File: src/rtl/mem_access_ctrl_pkg.sv
// Shared types for the data-memory access controller: size codes, FSM states, request payload.
package mem_access_ctrl_pkg;

    localparam int unsigned ADDR_W = 32;
    localparam int unsigned DATA_W = 32;
    localparam int unsigned SIZE_W = 2;

    typedef enum logic [SIZE_W-1:0] {
        SZ_WORD = 2'b00,
        SZ_HALF = 2'b01,
        SZ_BYTE = 2'b10,
        SZ_BAD  = 2'b11
    } size_e;

    typedef enum logic [1:0] {
        ST_IDLE   = 2'b00,
        ST_ACCESS = 2'b01,
        ST_RESP   = 2'b10
    } state_e;

    // Latched request; sgn already masked to 0 for stores so it can drive mem_s directly
    typedef struct packed {
        logic              we;
        size_e             size;
        logic              sgn;
        logic [ADDR_W-1:0] addr;
        logic [DATA_W-1:0] wdata;
    } mem_req_t;

    // Number of bytes touched by an access of the given size (0 for the illegal code)
    function automatic logic [2:0] size_bytes(input size_e sz);
        case (sz)
            SZ_WORD: size_bytes = 3'd4;
            SZ_HALF: size_bytes = 3'd2;
            SZ_BYTE: size_bytes = 3'd1;
            default: size_bytes = 3'd0;
        endcase
    endfunction

endpackage

File: src/rtl/mem_access_ctrl_load_extend.sv
// Sign/zero extension of raw load data according to access size.
module mem_access_ctrl_load_extend
    import mem_access_ctrl_pkg::*;
(
    input  logic [SIZE_W-1:0] size_i,
    input  logic              sgn_i,
    input  logic [DATA_W-1:0] din_i,
    output logic [DATA_W-1:0] dout_c
);

    // Extend half/byte loads; word (and the never-used illegal code) pass through
    always_comb begin
        dout_c = din_i;
        case (size_e'(size_i))
            SZ_HALF: dout_c = {{16{sgn_i & din_i[15]}}, din_i[15:0]};
            SZ_BYTE: dout_c = {{24{sgn_i & din_i[7]}}, din_i[7:0]};
            default: dout_c = din_i;
        endcase
    end

endmodule

File: src/rtl/mem_access_ctrl.sv
// CPU-side initiator for the byte-addressed data memory: one request at a time,
// checks size/alignment/range, strobes memory for MEM_LAT cycles, returns a response.
module mem_access_ctrl
    import mem_access_ctrl_pkg::*;
#(
    parameter int unsigned MEM_LAT    = 1,
    parameter int unsigned ADDR_LIMIT = 1024,
    parameter int unsigned ALIGN_CHK  = 1
) (
    input  logic              clk,
    input  logic              rst_n,
    input  logic              req_valid,
    output logic              req_ready,
    input  logic              req_we,
    input  logic [SIZE_W-1:0] req_size,
    input  logic              req_signed,
    input  logic [ADDR_W-1:0] req_addr,
    input  logic [DATA_W-1:0] req_wdata,
    output logic              rsp_valid,
    input  logic              rsp_ready,
    output logic [DATA_W-1:0] rsp_rdata,
    output logic              rsp_err,
    output logic              mem_w,
    output logic              mem_r,
    output logic              mem_s,
    output logic [SIZE_W-1:0] mem_c,
    output logic [ADDR_W-1:0] mem_addr,
    output logic [DATA_W-1:0] mem_wdata,
    input  logic [DATA_W-1:0] mem_rdata
);

    localparam int unsigned     CNT_W    = (MEM_LAT > 1) ? $clog2(MEM_LAT) : 1;
    localparam logic [CNT_W-1:0] CNT_INIT = CNT_W'(MEM_LAT - 1);

    state_e            state_q, state_d;
    logic [CNT_W-1:0]  cnt_q, cnt_d;
    mem_req_t          req_q, req_d;
    logic              err_q, err_d;
    logic [DATA_W-1:0] rdata_q, rdata_d;
    logic              req_ready_q, req_ready_d;
    logic              rsp_valid_q, rsp_valid_d;
    logic              mem_r_q, mem_r_d;
    logic              mem_w_q, mem_w_d;

    size_e             in_size_c;
    logic              size_err_c;
    logic              align_err_c;
    logic              range_err_c;
    logic [ADDR_W:0]   end_addr_c;
    logic [DATA_W-1:0] ext_rdata_c;

    // Request legality: illegal size, misalignment, or any byte beyond ADDR_LIMIT (33-bit sum)
    always_comb begin
        in_size_c   = size_e'(req_size);
        size_err_c  = (in_size_c == SZ_BAD);
        align_err_c = (ALIGN_CHK != 0) &&
                      (((in_size_c == SZ_WORD) && (req_addr[1:0] != 2'b00)) ||
                       ((in_size_c == SZ_HALF) && req_addr[0]));
        end_addr_c  = {1'b0, req_addr} + (ADDR_W+1)'(size_bytes(in_size_c));
        range_err_c = end_addr_c > (ADDR_W+1)'(ADDR_LIMIT);
    end

    mem_access_ctrl_load_extend u_load_extend (
        .size_i (req_q.size),
        .sgn_i  (req_q.sgn),
        .din_i  (mem_rdata),
        .dout_c (ext_rdata_c)
    );

    // Next-state and next-output logic
    always_comb begin
        state_d = state_q;
        cnt_d   = cnt_q;
        req_d   = req_q;
        err_d   = err_q;
        rdata_d = rdata_q;
        case (state_q)
            ST_IDLE: begin
                if (req_valid && req_ready_q) begin
                    req_d.we    = req_we;
                    req_d.size  = in_size_c;
                    req_d.sgn   = req_signed & ~req_we;
                    req_d.addr  = req_addr;
                    req_d.wdata = req_wdata;
                    rdata_d     = '0;
                    if (size_err_c || align_err_c || range_err_c) begin
                        err_d   = 1'b1;
                        state_d = ST_RESP;
                    end else begin
                        err_d   = 1'b0;
                        cnt_d   = CNT_INIT;
                        state_d = ST_ACCESS;
                    end
                end
            end
            ST_ACCESS: begin
                if (cnt_q == '0) begin
                    rdata_d = req_q.we ? '0 : ext_rdata_c;
                    state_d = ST_RESP;
                end else begin
                    cnt_d = cnt_q - CNT_W'(1);
                end
            end
            ST_RESP: begin
                if (rsp_ready) begin
                    state_d = ST_IDLE;
                end
            end
            default: state_d = ST_IDLE;
        endcase
        req_ready_d = (state_d == ST_IDLE);
        rsp_valid_d = (state_d == ST_RESP);
        mem_r_d     = (state_d == ST_ACCESS) && !req_d.we;
        mem_w_d     = (state_d == ST_ACCESS) && req_d.we;
    end

    // State and output registers; reset drops any in-flight access
    always_ff @(posedge clk or negedge rst_n) begin
        if (!rst_n) begin
            state_q     <= ST_IDLE;
            cnt_q       <= '0;
            req_q       <= '0;
            err_q       <= 1'b0;
            rdata_q     <= '0;
            req_ready_q <= 1'b0;
            rsp_valid_q <= 1'b0;
            mem_r_q     <= 1'b0;
            mem_w_q     <= 1'b0;
        end else begin
            state_q     <= state_d;
            cnt_q       <= cnt_d;
            req_q       <= req_d;
            err_q       <= err_d;
            rdata_q     <= rdata_d;
            req_ready_q <= req_ready_d;
            rsp_valid_q <= rsp_valid_d;
            mem_r_q     <= mem_r_d;
            mem_w_q     <= mem_w_d;
        end
    end

    assign req_ready = req_ready_q;
    assign rsp_valid = rsp_valid_q;
    assign rsp_rdata = rdata_q;
    assign rsp_err   = err_q;
    assign mem_r     = mem_r_q;
    assign mem_w     = mem_w_q;
    assign mem_s     = req_q.sgn;
    assign mem_c     = req_q.size;
    assign mem_addr  = req_q.addr;
    assign mem_wdata = req_q.wdata;

endmodule

File: config.mk
export PLATFORM = sky130hd
export DESIGN_NAME = mem_access_ctrl
export DESIGN_NICKNAME = d
export VERILOG_FILES = /design/src/rtl/mem_access_ctrl_pkg.sv /design/src/rtl/mem_access_ctrl_load_extend.sv /design/src/rtl/mem_access_ctrl.sv
export SDC_FILE = /design/constraint.sdc
export NUM_CORES = 1
export LEC_CHECK = 0
export BUFFER_PORTS_ARGS = -buffer_cell sky130_fd_sc_hd__clkbuf_2
export CORE_UTILIZATION = 52
export DETAILED_ROUTE_END_ITERATION = 12
export PLACE_DENSITY = 0.84
export SETUP_SLACK_MARGIN = 0.3
export SYNTH_ARGS = -nofsm -noshare
export SYNTH_HDL_FRONTEND = slang
export SYNTH_SLANG_ARGS = --single-unit
File: constraint.sdc
create_clock -name clk -period 2.9 [get_ports clk]
set_input_delay 0 -clock clk [delete_from_list [all_inputs] [get_ports clk]]
set_output_delay 0 -clock clk [all_outputs]
set_load 0.01 [all_outputs]
==> out/qor.yml, run 1 <==
ys_seq_elements: 107
cts_buffers: 9
synth_cell_types: 55
start_kind: "primary input"
dr.pass1.iters: 5
slew-limit-headroom: 0.265
drive_gt1_frac: 0.304
synth-async-reset-ratio: 1.00
synth_top_cells_by_area: "dfrtp_1 (49%), nand2_1 (15%), buf_4 (9.0%)"
peakVddDrop_mv: 0.437
p_leak_nw: 3.87
avgSynthCellArea_sq_um: 8.98
fin_crit_sh: 0.863
slowest_stage: "dlygate4sd3_1"
n_antenna_cell: 0
nFillCells: 716
finalPower_w: 0.00511
setup.worst_path.class: "primary input to register"
coreArea_sq_mm: 0.0103
grt_max_degree: 59
timing.final.max_slew_violations: 0
fin_worst_skew_ns: 0.0119
synth_most_common_cell: "nand2_1"
crit_family: "compound AO/OA/AOI/OAI gates"
synth_edf_count: 0
vias: 5267
synth_fp_nets: 721
fp.dieArea_sq_mm: 0.0110
finalNetCount: 959
drt-vias-per-instance: 5.32
synth_top_area_share: 0.488
synth_warnings: 0
status: "finished clean"
hold_violations: 0
start_util: 0.534
hold_start: "rsp_ready"
setup_viol: 0
grt_usage: 0.288
cp-end-kind: "register"
grt_pass1_vias: 5161
path_buf_inv: 2
place.gp.congestion: 0.879
fmax_mhz: 400
whs_endpoint: "req_ready$_DFF_PN0_"
pin_count: 208
clkLatencyLatePin_ns: 0.37
globalRouteOverflowTotal: 0
rsz0062_at_grt: "false"
worst_pin_slew_ns: 1.10
yosys_most_used_dff: "dfrtp_1"
path_clk_slew_ns: 0.10
max_stage_delay_ns: 0.57
path_cells: "dlygate4sd3_1 -> clkbuf_2 -> fa_2 -> a21oi_4 -> nor3_2 -> nand2_1 -> mux2_4 -> a2111oi_4 -> o2111ai_2 -> nor4_1"
drtAntennaViolNets: 0
maxCapViolations: 0
cp.arrival_ns: 2.77
htree_levels: 3
post-route-min-period_ns: 2.50
r2r-end: "rsp_rdata[18]$_DFFE_PN0P_"
hold_path_class: "primary input to register"
cts_root_buffer: "clkbuf_8"
port_buffers: 207
wirelength_mm: 15.7
cts_tree: "yes"
regToRegSetupSlack_ns: 0.73
rr_worst_depth: 6
route.detailed.drc: 0
ys_seq_area_frac: 0.488
hold_depth: 3
worst-path-stages: 10
dp_hpwl_mm: 9.70
power_density_mw_per_mm2: 686
syn_area_sq_mm: 0.00549
die_y_um: 105
syn_inst: 611
yosysTopAreaCell: "dfrtp_1"
fin_tns_setup_ns: 0
path_max_fanout: 6
wire_per_inst_um: 15.9
ys_top_cells_by_count: "nand2_1 (218), dfrtp_1 (107), buf_4 (66), a22o_1 (24), clkbuf_1 (22)"
worstPathRequired_ns: 3.17
cts.sinks: 107
grt_pass1_wl_mm: 24.9
dr.first_iter.drc_count: 495
chipWidth_um: 105
cts_buffer_depth: 2
num_rows: 37
reg2reg_from: "mem_c[0]$_DFFE_PN0P_"
syn_to_final_growth_pct: 35.9
antenna_found_initial: 0
tightest hold or removal path: stages:
cell,delay (ns)
clkbuf_2,0.07
o21ai_0,0.13
nor2_1,0.21
cell families (layout without fill, tap and decap cells):
logic type                 count (synthesis)  after routing  synth area share
buffers and inverters                     95            338             0.110
DFF                                      107            107             0.488
xor gates and xnor gates                   9              9            0.0144
AOI/OAI and AO/OA                         82             82             0.110
and+or+nand+nor                          309            309             0.256
muxes                                      3              3           0.00638
adders and majority gates                  6              6            0.0150
registers in the layout, summed over array words and instances, names as in the netlist:
register and count:
mem_addr 32, mem_s 1, mem_c 2, rsp_valid 1
state_q 2, rsp_err 1, req_ready 1, rsp_rdata 32
mem_w 1, req_q 1, mem_wdata 32, mem_r 1
through the flow:
| stage | cells | setup WS, ns | hold WS [ns] | area, sq um | util |
|---|---|---|---|---|---|
| finish | 990 | 0.398 | 0.109 | 7460 | 0.725 |
| floorplan | 611 | 0.598 | -0.296 | 5490 | - |
| global route | 990 | 0.269 | 0.105 | 7460 | 0.725 |
| global placement | 870 | 0.303 | 0.0494 | 6170 | 0.600 |
| detailed placement | 870 | 0.172 | 0.0632 | 6170 | 0.600 |
| CTS | 987 | 0.322 | 0.0899 | 7360 | 0.716 |
report_power, final:
part | internal (W) | switching, W | leakage [nW]
clock network | 0.000317 | 0.000525 | 0.0860
logic | 0.000796 | 0.00125 | 2.41
registers | 0.00196 | 0.000270 | 1.38
timing repair:
item | CTS | global route
hold buffers | 101 | 0
resized for setup | 0 | 13
endpoints found under the hold margin | 150 | 0
buffers inserted | 0 | 3
setup endpoints to repair | 0 | 6
layout make-up:
type                            instances  area (sq um)  area share
Inverter                                6          22.5     0.00302
Multi-Input combinational cell        409          2290       0.307
Sequential cell                       107          2680       0.359
Clock buffer                            9           124      0.0166
Tap cell                              136           170      0.0228
Timing Repair Buffer                  316          2120       0.285
Clock inverter                          7          51.3     0.00688
per-layer routing:
layer | up-vias | part of all wire | GRT usage
li1 | 2449 | - | -
met2 | 244 | 0.52 | 0.524
met5 | - | 0 | 0
met1 | 2531 | 0.39 | 0.337
met4 | 0 | 0.029 | 0.125
met3 | 43 | 0.058 | 0.0399
layout by cell type (no fill, tap or decap), types with 7 or more instances in the layout:
cell type,Yosys,routed
dlygate4sd3_1,0,101
dfrtp_1,107,107
buf_4,66,8
nand3_1,9,9
a21oi_1,18,18
nand2_1,218,218
clkbuf_2,0,206
a22o_1,24,24
clkbuf_8,0,9
nor2_1,14,14
nand2b_1,19,19
nand4_1,7,7
o21ai_0,18,18
xnor2_1,7,7
worst max path at each step:
stage | start | to | slack, ns
after floorplan | req_size[1] | mem_w$_DFF_PN0_ | 0.60
after global placement | req_size[1] | mem_r$_DFF_PN0_ | 0.30
after detailed placement | req_size[1] | mem_r$_DFF_PN0_ | 0.17
after CTS | req_addr[1] | mem_r$_DFF_PN0_ | 0.32
after global routing | req_addr[1] | mem_r$_DFF_PN0_ | 0.27
final | req_addr[1] | mem_r$_DFF_PN0_ | 0.40
No activity file was read; power rests on OpenSTA's default activity.
==> run 2: changes to the inputs <==
--- a/config.mk
+++ b/config.mk
@@ -5,10 +5,12 @@
 export SDC_FILE = /design/constraint.sdc
 export NUM_CORES = 1
 export LEC_CHECK = 0
+export ABC_AREA = 1
 export BUFFER_PORTS_ARGS = -buffer_cell sky130_fd_sc_hd__clkbuf_2
 export CORE_UTILIZATION = 52
+export CTS_CLUSTER_SIZE = 16
 export DETAILED_ROUTE_END_ITERATION = 12
-export PLACE_DENSITY = 0.84
+export PLACE_DENSITY = 0.83
 export SETUP_SLACK_MARGIN = 0.3
 export SYNTH_ARGS = -nofsm -noshare
 export SYNTH_HDL_FRONTEND = slang
==> out/qor.yml, run 2 <==
syn_inst: 767  # +26%
post-route-min-period_ns: 2.52  # +0.0188 ns
grt_pass1_vias: 5688  # +10%
start_util: 0.542  # +0.00778
route.detailed.drc: 0  # unchanged
peakVddDrop_mv: 0.360  # -18%
cts_root_buffer: "clkbuf_16"
synth_edf_count: 0  # unchanged
pin_count: 208  # unchanged
synth_cell_types: 31  # -44%
chipWidth_um: 109  # +4.3%
fmax_mhz: 397  # -0.75%
grt_usage: 0.300  # +0.0123
ys_seq_area_frac: 0.448  # -0.0398
fp.dieArea_sq_mm: 0.0119  # +8.7%
whs_endpoint: "mem_addr[22]$_DFFE_PN0P_"
cts_buffers: 9  # unchanged
hold_start: "req_addr[22]"
grt_util_met1: 0.348  # +0.0105
dp_hpwl_mm: 12.1  # +24%
die_y_um: 109  # +4.3%
dr.pass1.iters: 5  # unchanged
p_leak_nw: 4.23  # +9.3%
regArea_sq_mm: 0.00268  # unchanged
grt_pass1_wl_mm: 27.3  # +9.4%
fin_crit_sh: 0.869  # +0.00649
layout_common_cells: "nand2_1 (240), clkbuf_2 (205), dfrtp_1 (107), dlygate4sd3_1 (86), nor2_1 (64)"
power_density_mw_per_mm2: 702  # +2.4%
ys_top_cells_by_count: "nand2_1 (243), dfrtp_1 (107), buf_4 (67), nor2_1 (66), o21ai_0 (59)"
hold_path_class: "primary input to register"
finalNonFillerCells: 1137  # +15%
dr.first_iter.drc_count: 435  # -12%
htree_levels: 3  # unchanged
grtUsageMet3: 0.0544  # +0.0145
cts_tree: "yes"
synth_warnings: 0  # unchanged
finish.utilization: 0.717  # -0.00882
drtAntennaViolNets: 0  # unchanged
multi_input_area_sq_mm: 0.00256  # +12%
synth-async-reset-ratio: 1.00  # unchanged
coreArea_sq_mm: 0.0110  # +7.3%
grt_max_degree: 56  # -5.1%
antenna_found_initial: 0  # unchanged
wirelength_mm: 17.9  # +14%
cts_buffer_depth: 2  # unchanged
place.gp.congestion: 0.974  # +11%
setup.worst_path.class: "primary input to register"
worst_pin_slew_ns: 0.680  # -0.418 ns
use_met2: 0.543  # +0.0195
regToRegSetupSlack_ns: 0.61  # -0.12 ns
n_antenna_cell: 0  # unchanged
maxCapViolations: 0  # unchanged
wire_per_inst_um: 15.8  # -0.56%
cp-end-kind: "register"
reg2reg_from: "state_q[0]$_DFF_PN0_"
fin_tns_setup_ns: 0  # unchanged
drive_gt1_frac: 0.294  # -0.0106
swShare: 0.392  # -0.00769
vias: 5818  # +10%
p_int_w: 0.00337  # +9.9%
status: "finished clean"
grt.busiest_layer: "met2"
synth_top_area_share: 0.448  # -0.0398
slew-limit-headroom: 0.547  # +0.282
yosys_most_used_dff: "dfrtp_1"
yosysTopAreaCell: "dfrtp_1"
cts.sinks: 107  # unchanged
num_rows: 38  # +2.7%
r2r-end: "mem_s$_DFFE_PN0P_"
rsz0062_at_grt: "false"
power.share.sequential: 0.405  # -0.030
synth_most_common_cell: "nand2_1"
finalNetCount: 1102  # +15%
synth_fp_nets: 877  # +22%
hold_depth: 3  # unchanged
start_kind: "primary input"
clkLatencyLatePin_ns: 0.34  # -0.03 ns
cp.arrival_ns: 2.80  # +0.03 ns
nFillCells: 868  # +21%
dp.cells: 1032  # +19%
avgSynthCellArea_sq_um: 7.79  # -13%
timing.final.max_slew_violations: 0  # unchanged
ys_seq_elements: 107  # unchanged
port_buffers: 207  # unchanged
path_max_fanout: 4  # -2
p_clk_frac: 0.214  # +0.049
p_sw_w: 0.00218  # +6.5%
hold_violations: 0  # unchanged
drt-vias-per-instance: 5.12  # -3.8%
rr_worst_depth: 7  # +1
pwr-share-comb: 0.381  # -0.019
syn_area_sq_mm: 0.00598  # +8.9%
final_common_cell: "nand2_1"
syn_to_final_growth_pct: 32.3
worstPathRequired_ns: 3.18  # about the same
fin_worst_skew_ns: 0.0124  # +0.000537 ns
path_clk_slew_ns: 0.07  # -0.03 ns
globalRouteOverflowTotal: 0  # unchanged
setup_viol: 0  # unchanged
synth_top_cells_by_area: "dfrtp_1 (45%), nand2_1 (15%), buf_4 (8.4%)"
[run 2: cell count changes after synthesis, moves of 24 or more]
cell / delta
o21ai_0: +41
nor2_1: +52
a22o_1: -24
nand2_1: +25
nand3_1: +42
inv_1: +48
[run 2: what timing repair did]
item                                    4_1_cts  5_1_grt
gates resized for setup                       0       16
hold endpoints to repair                    136        0
endpoints found under the setup margin        0        7
hold buffers                                 86        0
buffers inserted                              0        3
[run 2: cell type report]
type	instances	area share
Clock inverter	7	0.00728
Timing Repair Buffer	304	0.252
Multi-Input combinational cell	512	0.324
Tap cell	140	0.0222
Inverter	58	0.0275
Sequential cell	107	0.339
Clock buffer	9	0.0285
[run 2: per-layer routing]
metal | share of wire | up-vias
met2 | 0.51 | 241
met3 | 0.063 | 50
met1 | 0.40 | 2716
met5 | 0 | -
li1 | - | 2811
met4 | 0.033 | 0
[run 2: power by group through the flow]
stage                     clock, W  sequential (W)  combinational [W]
final                      0.00119         0.00225            0.00211
after global routing       0.00128         0.00231            0.00235
after CTS                  0.00121         0.00224            0.00207
after detailed placement         0         0.00227            0.00197
after global placement           0         0.00224            0.00194
after floorplan                  0         0.00220            0.00172
[run 2: per-stage QoR]
stage               hold WS, ns  instance area [sq um]  worst slack (ns)  power [W]
floorplan                -0.296                   5980             0.905    0.00392
global placement         0.0752                   6690             0.648    0.00418
detailed placement       0.0765                   6690             0.544    0.00424
CTS                     0.00136                   7830             0.335    0.00552
global route             0.0187                   7910             0.239    0.00594
finish                  0.00330                   7910             0.379    0.00555
[run 2: worst max path at each step]
stage | from | to | slack, ns | cells after the start
2_1_floorplan | req_size[1] | req_ready$_DFF_PN0_ | 0.91 | 15
3_3_place_gp | req_size[1] | req_ready$_DFF_PN0_ | 0.65 | 16
4_1_cts | req_size[1] | req_ready$_DFF_PN0_ | 0.33 | 17
3_5_place_dp | req_size[1] | req_ready$_DFF_PN0_ | 0.54 | 16
6_report | req_size[1] | req_ready$_DFF_PN0_ | 0.38 | 18
5_1_grt | req_size[1] | req_ready$_DFF_PN0_ | 0.24 | 18
[run 2: cells by family (layout without fill, tap and decap cells)]
logic type | after synthesis | after routing | share of synthesized area
xor+xnor | 5 | 5 | 0.00733
simple gates | 419 | 419 | 0.319
compound gates | 82 | 82 | 0.0766
flops | 107 | 107 | 0.448
fa+ha+maj | 6 | 6 | 0.0138
buf+inv | 148 | 378 | 0.135
[run 2: worst max-delay path: stages]
cell	delay, ns
dlygate4sd3_1	0.54
buf_2	0.15
inv_2	0.07
nor2_4	0.15
ha_4	0.16
fa_2	0.42
or2_4	0.25
a21oi_2	0.11
nand3_1	0.08
nor2_1	0.15
nand3_1	0.10
nand2_1	0.06
nand2_1	0.06
nor2_2	0.15
nand3_4	0.13
nand2_4	0.10
nand2_4	0.06
nor2_2	0.07
==> run 3: changes to the inputs <==
--- a/config.mk
+++ b/config.mk
@@ -11,6 +11,7 @@
 export CTS_CLUSTER_SIZE = 16
 export DETAILED_ROUTE_END_ITERATION = 12
 export PLACE_DENSITY = 0.83
+export RECOVER_POWER = 25
 export SETUP_SLACK_MARGIN = 0.3
 export SYNTH_ARGS = -nofsm -noshare
 export SYNTH_HDL_FRONTEND = slang
==> out/qor.yml, run 3 (same netlist as run 2, synthesis figures left out) <==
status: "finished clean"
peakVddDrop_mv: 0.361  # +0.37%
n_antenna_cell: 0  # unchanged
setup.worst_path.class: "primary input to register"
dr.first_iter.drc_count: 434  # -0.23%
hold_violations: 0  # unchanged
finalNetCount: 1102  # unchanged
p_leak_nw: 4.14  # -2.0%
cts_tree: "yes"
clkLatencyLatePin_ns: 0.35  # about the same
finalNonFillerCells: 1137  # unchanged
cts_buffers: 9  # unchanged
holdWs_ns: 0.00602  # +0.00272 ns
htree_levels: 3  # unchanged
grt_max_degree: 56  # unchanged
slowest_stage: "dlygate4sd3_1"
num_rows: 38  # unchanged
pin_count: 208  # unchanged
cp.arrival_ns: 2.80  # about the same
post-route-min-period_ns: 2.52  # -0.00419 ns
slew-limit-headroom: 0.117  # -0.430
fp.dieArea_sq_mm: 0.0119  # unchanged
dr.pass1.iters: 5  # unchanged
start_util: 0.542  # unchanged
port_buffers: 207  # unchanged
rsz0062_at_grt: "false"
coreArea_sq_mm: 0.0110  # unchanged
dp.cells: 1032  # unchanged
power_density_mw_per_mm2: 700  # -0.37%
die_y_um: 109  # unchanged
drtAntennaViolNets: 0  # unchanged
fin_worst_skew_ns: 0.0132  # +0.000797 ns
fmax_mhz: 397  # +0.17%
timing.final.max_slew_violations: 0  # unchanged
layout_common_cells: "nand2_1 (240), clkbuf_2 (179), dfrtp_1 (107), dlygate4sd3_1 (86), nor2_1 (64)"
worst_pin_slew_ns: 1.32  # +0.645 ns
grt_pass1_vias: 5688  # unchanged
path_cells: "dlygate4sd3_1 -> buf_2 -> inv_2 -> nor2_4 -> ha_4 -> fa_2 -> or2_4 -> a21oi_2 -> nand3_1 -> nor2_1 -> nand3_1 -> nand2_1 -> nand2_1 -> nor2_2 -> nand3_4 -> nand2_4 -> nand2_4 -> nor2_2"
hold_depth: 3  # unchanged
setup_viol: 0  # unchanged
syn_to_final_growth_pct: 31.7
max_stage_delay_ns: 0.54  # about the same
fin_crit_sh: 0.868  # -0.00144
cts_root_buffer: "clkbuf_16"
drt-vias-per-instance: 5.14  # +0.40%
antenna_found_initial: 0  # unchanged
fin_tns_setup_ns: 0  # unchanged
path_max_fanout: 4  # unchanged
wire_per_inst_um: 15.8  # +0.40%
start_kind: "primary input"
worstPathRequired_ns: 3.18  # about the same
globalRouteOverflowTotal: 0  # unchanged
rr_worst_depth: 7  # unchanged
cp-end-kind: "register"
cts_buffer_depth: 2  # unchanged
maxCapViolations: 0  # unchanged
drive_gt1_frac: 0.267  # -0.0271
grt_pass1_wl_mm: 27.3  # unchanged
nFillCells: 886  # +2.1%
place.gp.congestion: 0.974  # unchanged
final_common_cell: "nand2_1"
cts.sinks: 107  # unchanged
dp_hpwl_mm: 12.1  # unchanged
route.detailed.drc: 0  # unchanged
path_clk_slew_ns: 0.07  # about the same
grt_usage: 0.300  # unchanged
wirelength_mm: 18.0  # +0.40%
vias: 5841  # +0.40%
hold_path_class: "primary input to register"
chipWidth_um: 109  # unchanged
-- run 3: changes by cell type in the layout (fill, tap and decap cells not counted), sizes merged --
cell    change
buf         -1
clkbuf      +1
-- run 3: through the flow --
step,setup slack (ns),util,power (W),cell area (sq um)
floorplan,0.905,-,0.00392,5980
global placement,0.648,0.606,0.00418,6690
detailed placement,0.544,0.606,0.00424,6690
CTS,0.335,0.710,0.00552,7830
global route,0.239,0.713,0.00590,7870
finish,0.383,0.713,0.00551,7870
-- run 3: what timing repair did --
action | CTS | global route
buffers inserted | 0 | 3
hold buffers | 86 | 0
gates resized for setup | 0 | 16
setup endpoints to repair | 0 | 7
hold endpoints to repair | 136 | 0
-- run 3: final timing paths --
path	from	endpoint	slack (ns)
setup reg to reg	state_q[0]$_DFF_PN0_	mem_s$_DFFE_PN0P_	0.61
min in group asynchronous	rst_n	rsp_rdata[24]$_DFFE_PN0P_	0.49
hold reg to reg	mem_wdata[14]$_DFFE_PN0P_	mem_wdata[14]$_DFFE_PN0P_	0.48
setup / recovery	req_size[1]	req_ready$_DFF_PN0_	0.38
hold / removal	req_addr[22]	mem_addr[22]$_DFFE_PN0P_	0.006
max in group asynchronous	rst_n	state_q[0]$_DFF_PN0_	1.48
-- run 3: cell type report --
| type | instances | area [sq um] | share of cell area |
|---|---|---|---|
| inverters | 58 | 218 | 0.0277 |
| clock buffers | 9 | 225 | 0.0286 |
| well taps | 140 | 175 | 0.0223 |
| multi-input cells | 512 | 2560 | 0.325 |
| clock inverters | 7 | 57.6 | 0.00731 |
| flip-flops and latches | 107 | 2680 | 0.340 |
| repair buffers | 304 | 1960 | 0.249 |
-- run 3: layer usage --
metal | vias to the layer above | track usage | wire length [um]
met5 | - | 0 | 0
met4 | 0 | 0.121 | 599
met3 | 52 | 0.0544 | 1190
met2 | 249 | 0.543 | 9060
met1 | 2727 | 0.348 | 7150
li1 | 2813 | - | -
-- run 3: critical path: cells and delay by family --
family | cells | cell delay, ns
AOI/OAI and AO/OA | 1 | 0.11
and+or+nand+nor | 12 | 1.35
adders and majority gates | 2 | 0.58
buffers and inverters | 3 | 0.75
-- run 3: report_power, final --
part / total [W] / switching (W) / leakage [nW] / internal, W
Clock: 0.00119 / 0.000591 / 0.135 / 0.000598
Combinational: 0.00207 / 0.00130 / 2.63 / 0.000770
Sequential: 0.00225 / 0.000282 / 1.38 / 0.00197
Total: 0.00551 / 0.00217 / 4.14 / 0.00333
